`src/rtl/mips_defs.sv`:
```
// Shared MIPS definitions: branch/jump opcode and funct encodings, CP0
// exception codes, and default instruction-memory geometry.
package mips_defs;

  localparam logic [5:0] OP_SPECIAL = 6'h00;
  localparam logic [5:0] OP_REGIMM  = 6'h01;
  localparam logic [5:0] OP_J       = 6'h02;
  localparam logic [5:0] OP_JAL     = 6'h03;
  localparam logic [5:0] OP_BEQ     = 6'h04;
  localparam logic [5:0] OP_BNE     = 6'h05;
  localparam logic [5:0] OP_BLEZ    = 6'h06;
  localparam logic [5:0] OP_BGTZ    = 6'h07;

  localparam logic [5:0] FN_JR      = 6'h08;
  localparam logic [5:0] FN_JALR    = 6'h09;

  localparam logic [4:0] EXC_ADEL   = 5'd4;

  localparam logic [31:0] IM_BASE_DEFAULT = 32'h0000_3000;
  localparam logic [31:0] IM_SIZE_DEFAULT = 32'h0000_1000;
  localparam logic [31:0] NOP_DEFAULT     = 32'h0000_0000;

endpackage

```
`src/rtl/if_is_branch.sv`:
```
// Combinational branch/jump detector; shared by the IF/ID register and decode.
module if_is_branch
  import mips_defs::*;
(
  input  logic [31:0] instr,
  output logic        is_branch
);

  logic [5:0] opcode;
  logic [5:0] funct;

  assign opcode = instr[31:26];
  assign funct  = instr[5:0];

  // NOTE: default assignment first so every path drives is_branch (no latch).
  always_comb begin
    is_branch = 1'b0;
    case (opcode)
      OP_REGIMM, OP_J, OP_JAL, OP_BEQ, OP_BNE, OP_BLEZ, OP_BGTZ: is_branch = 1'b1;
      OP_SPECIAL: is_branch = (funct == FN_JR) || (funct == FN_JALR);
      default:    is_branch = 1'b0;
    endcase
  end

endmodule

```
`src/rtl/if_id_reg.sv`:
```
// IF/ID pipeline register with stall, flush, AdEL fetch exception and BD flag.
// Define IF_ID_PC_RANGE_CHECK_EN to also fault on PCs outside instruction memory.
module if_id_reg
  import mips_defs::*;
#(
  parameter logic [31:0] IM_BASE   = IM_BASE_DEFAULT,
  parameter logic [31:0] IM_SIZE   = IM_SIZE_DEFAULT,
  parameter logic [31:0] NOP_INSTR = NOP_DEFAULT
) (
  input  logic        clk,
  input  logic        reset,
  input  logic        StallD,
  input  logic        FlushD,
  input  logic        ExcFlush,
  input  logic [31:0] PC4_F,
  input  logic [31:0] Instr_F,
  output logic [31:0] PC4_D,
  output logic [31:0] PC_D,
  output logic [31:0] Instr_D,
  output logic        Valid_D,
  output logic        BD_D,
  output logic        ExcValid_D,
  output logic [4:0]  ExcCode_D
);

  logic [31:0] pc_f;
  logic        fetch_fault;
  logic        d_is_branch;

  assign pc_f = PC4_F - 32'd4;

`ifdef IF_ID_PC_RANGE_CHECK_EN
  assign fetch_fault = (pc_f[1:0] != 2'b00) || (pc_f < IM_BASE) ||
                       (pc_f >= IM_BASE + IM_SIZE);
`else
  wire [63:0] unused_range_cfg = {IM_BASE, IM_SIZE};
  assign fetch_fault = (pc_f[1:0] != 2'b00);
`endif

  // The instruction now in D decides whether the incoming one sits in its delay slot.
  if_is_branch u_is_branch (
    .instr     (Instr_D),
    .is_branch (d_is_branch)
  );

  assign PC_D      = PC4_D - 32'd4;
  assign ExcCode_D = ExcValid_D ? EXC_ADEL : 5'd0;

  // NOTE: sequential state uses non-blocking assignments; reset is synchronous here.
  always_ff @(posedge clk) begin
    if (reset) begin
      PC4_D      <= 32'd0;
      Instr_D    <= NOP_INSTR;
      Valid_D    <= 1'b0;
      BD_D       <= 1'b0;
      ExcValid_D <= 1'b0;
    end else if (ExcFlush || (FlushD && !StallD)) begin
      PC4_D      <= PC4_F;
      Instr_D    <= NOP_INSTR;
      Valid_D    <= 1'b0;
      BD_D       <= 1'b0;
      ExcValid_D <= 1'b0;
    end else if (!StallD) begin
      PC4_D      <= PC4_F;
      Instr_D    <= fetch_fault ? NOP_INSTR : Instr_F;
      Valid_D    <= 1'b1;
      BD_D       <= Valid_D && d_is_branch;
      ExcValid_D <= fetch_fault;
    end
  end

endmodule

```
`config.mk`:
```
export PLATFORM = sky130hd
export DESIGN_NAME = if_id_reg
export DESIGN_NICKNAME = d
export VERILOG_FILES = /design/src/rtl/mips_defs.sv /design/src/rtl/if_is_branch.sv /design/src/rtl/if_id_reg.sv
export SDC_FILE = /design/constraint.sdc
export NUM_CORES = 1
export LEC_CHECK = 0
export CAP_MARGIN = 10
export CELL_PAD_IN_SITES_DETAIL_PLACEMENT = 1
export CELL_PAD_IN_SITES_GLOBAL_PLACEMENT = 1
export CORE_MARGIN = 10
export CORE_UTILIZATION = 26
export DETAILED_ROUTE_END_ITERATION = 8
export PLACE_DENSITY = 0.9
export RECOVER_POWER = 100
export SETUP_SLACK_MARGIN = 0.2
export SLEW_MARGIN = 30
export SYNTH_ARGS = -nofsm -noshare
export SYNTH_HDL_FRONTEND = slang
export SYNTH_SLANG_ARGS = --single-unit
```
`constraint.sdc`:
```
create_clock -name clk -period 1.9 [get_ports clk]
set_input_delay 0.19 -clock clk [delete_from_list [all_inputs] [get_ports clk]]
set_output_delay 0.19 -clock clk [all_outputs]
set_load 0.02 [all_outputs]
```
==> impl_metrics.py <==
metrics = {
    "status": {
        "status": "finished with violations",
        "violations": "setup timing",
    },
    "routing": {
        "totalWireLength_um": 15060,
        "vias_per_cell": 4.747,
        "num_vias": 3446,
        "wire_per_inst_um": 20.74,
        "drc": 0,
        "antenna_left": 0,
        "first_iter_violations": 146,
        "first_pass_iters": 4,
    },
    "clock_tree": {
        "postCtsHoldBufs": 0,
        "insertion_delay_ps": 320,
        "h-tree-depth": 3,
        "cts_tree": "yes",
        "cts_buffers": 9,
        "clk_pin_slew_ps": 50,
        "clkSinkCount": 67,
        "clockRootBuffer": "clkbuf_16",
        "clockBufferDepth": 2,
    },
    "sta": {
        "worst_pin_slew_ps": 677.9,
        "slew_headroom_pct": 54.81,
        "final.setup.tns_ps": -6524,
        "setup-violations-final": 24,
        "holdWs_ps": 356.4,
        "rsz0062_at_grt": "yes",
        "finalHoldViolCount": 0,
        "fmaxAchievable_mhz": 435.2,
        "fin_ws_ps": -397.6,
        "fin_crit_ps": 2298,
        "maxSlewViolCount": 0,
        "period_share_pct": 120.9,
        "fin_skew_ps": 3.647,
    },
    "power": {
        "seq_power_share_pct": 34.8,
        "power.density_mw_per_mm2": 725.5,
        "p_sw_mw": 1.335,
        "clockPowerShare_pct": 34.9,
        "p_int_mw": 3.015,
        "power.total_mw": 4.350,
        "power_frac_comb_pct": 30.3,
        "switching_share_pct": 30.70,
        "max-vdd-ir-drop_uv": 372.9,
        "p_leak_nw": 2.531,
    },
    "floorplan": {
        "num_io_pins": 173,
        "coreArea_mm2": 0.01137,
        "start_util_pct": 26.33,
        "die_y_um": 127.3,
        "die_w_um": 127.3,
        "die-area_mm2": 0.01621,
        "rows": 39,
    },
    "global_route": {
        "grt-ovfl-total": 0,
        "grt_max_degree": 33,
        "grt_first_pass_wirelength_um": 22780,
        "grt_usage_pct": 17.48,
        "grt_pass1_vias": 3899,
        "antenna_found_initial": 2,
    },
    "cells_and_area": {
        "fillers": 1269,
        "final_util_pct": 52.73,
        "nets": 647,
        "ff_latch_area_mm2": 0.001365,
        "area_delta_synth_final_pct": 100.3,
        "drive_above_1_share_pct": 30.58,
        "multi_input_area_mm2": 0.001967,
    },
    "hold_path": {
        "hold_path_depth": 3,
        "hold_path_class": "in -> reg",
    },
    "placement": {
        "port_buffers": 168,
        "dp_hpwl_um": 10660,
        "post-place-ws_ps": -635.9,
        "gp_congestion": 0.7605,
    },
    "yosys": {
        "yosysTopAreaCell": "dfxtp_1",
        "ys.flop_type": "dfxtp_1",
        "syn_area_mm2": 0.002994,
        "ys_top_cells_by_area": "dfxtp_1, mux2i_1, nand2_1, xor2_1, nor2_1",
        "yosys_register_bits": 67,
        "yosys-top-cells-count": "nand2_1, dfxtp_1, nor2_1",
        "synth_cells": 352,
        "synth_top_cell_area_share_pct": 44.80,
        "seq_area_frac_synth_pct": 44.80,
        "synth_edf_count": 0,
        "yosysWarnings": 0,
        "ys_async_sr_fraction_pct": 0,
        "avgSynthCellArea_um2": 8.506,
        "synth.distinct_cells": 37,
        "synth.most_common_cell": "nand2_1",
    },
    "setup_path": {
        "crit_path_end_kind": "output pin",
        "cp_data_arrival_time_ps": 2110,
        "required_ps": 1710,
        "start_kind": "flip-flop",
        "critPathMaxFanout": 2,
        "rr_worst_depth": 4,
        "crit_type": "reg -> out",
    },
    "flow_run": {
        "cap_violations": 0,
    },
}
## layer usage
layer | vias to the layer above | part of all wire (%) | track usage, %
li1 | 1616 | - | -
met1 | 1670 | 35 | 17.71
met2 | 144 | 53 | 31.43
met3 | 14 | 10 | 8.519
met4 | 2 | 1.1 | 4.220
met5 | - | 0.086 | 0
## state kept, by name, summed over array words and instances (netlist names)
| register | count |
|---|---|
| Instr_D | 32 |
| ExcValid_D | 1 |
| PC4_D | 32 |
| Valid_D | 1 |
| BD_D | 1 |
## what timing repair did
item,4_1_cts,5_1_grt
gates resized for setup,203,37
pin swaps,24,28
hold endpoints to repair,0,0
setup endpoints to repair,31,36
cloned,1,0
setup buffers,13,7
## cell families after synthesis
family	count (synthesis)	share of synthesized area (%)
buffers and inverters	29	4.597
flip-flops	67	44.80
AO/OA/AOI/OAI	40	6.979
other	1	0.1252
XOR/XNOR	26	7.606
adder cells (fa/ha/maj)	1	0.4178
AND/OR/NAND/NOR	156	24.78
multiplexers	32	10.70
## metrics by stage
step	cells	area (um2)
2_1_floorplan	355	3174
3_3_place_gp	688	5279
3_5_place_dp	688	5279
4_1_cts	718	5907
5_1_grt	725	5993
6_report	726	5996
## power by group through the flow
| stage | sequential [mW] | clock, mW | combinational, mW |
|---|---|---|---|
| floorplan | 1.64 | 0 | 0.411 |
| global placement | 1.53 | 0 | 1.06 |
| detailed placement | 1.54 | 0 | 1.10 |
| CTS | 1.51 | 1.56 | 1.25 |
| global route | 1.52 | 1.64 | 1.39 |
| finish | 1.51 | 1.52 | 1.32 |
## worst paths after layout
check / endpoint / slack (ps) / start
worst max-delay path: PC_D[31] / -400 / PC4_D[15]
worst min-delay path: ExcValid_D / 360 / StallD
worst max register to register: BD_D / 370 / Instr_D[2]
worst min register to register: PC4_D[1] / 480 / PC4_D[1]
## cell usage in the layout, fill, tap and decap left out, types with 4 or more instances in the layout
master	instances
nor2_1	39
a21oi_1	33
dlygate4sd3_1	4
nor4_4	14
dfxtp_1	54
clkbuf_2	4
buf_6	26
nor2_4	5
conb_1	4
buf_4	58
nand2_1	68
clkbuf_1	11
clkdlybuf4s50_1	124
xor2_1	11
dlygate4sd2_1	4
nor3_1	4
dfxtp_2	10
mux2i_1	32
xor2_2	10
clkbuf_16	9
## cell type report
type                       count  area share [%]
timing repair buffer         236           36.67
sequential                    67           22.77
antenna                        1         0.04174
clock inverter                 4          0.4382
inverter                       3          0.1878
clock buffer                  12           4.111
tap                          143           2.984
multi-input combinational    260           32.80
## worst max-delay path: stages, from the launching register on
cell     delay [ps]
dfxtp_4         350
nor4_4          410
nand3_4         150
buf_4           190
nor4_4          340
xor2_2          200
buf_6           140
No activity file was read; power rests on OpenSTA's default activity.
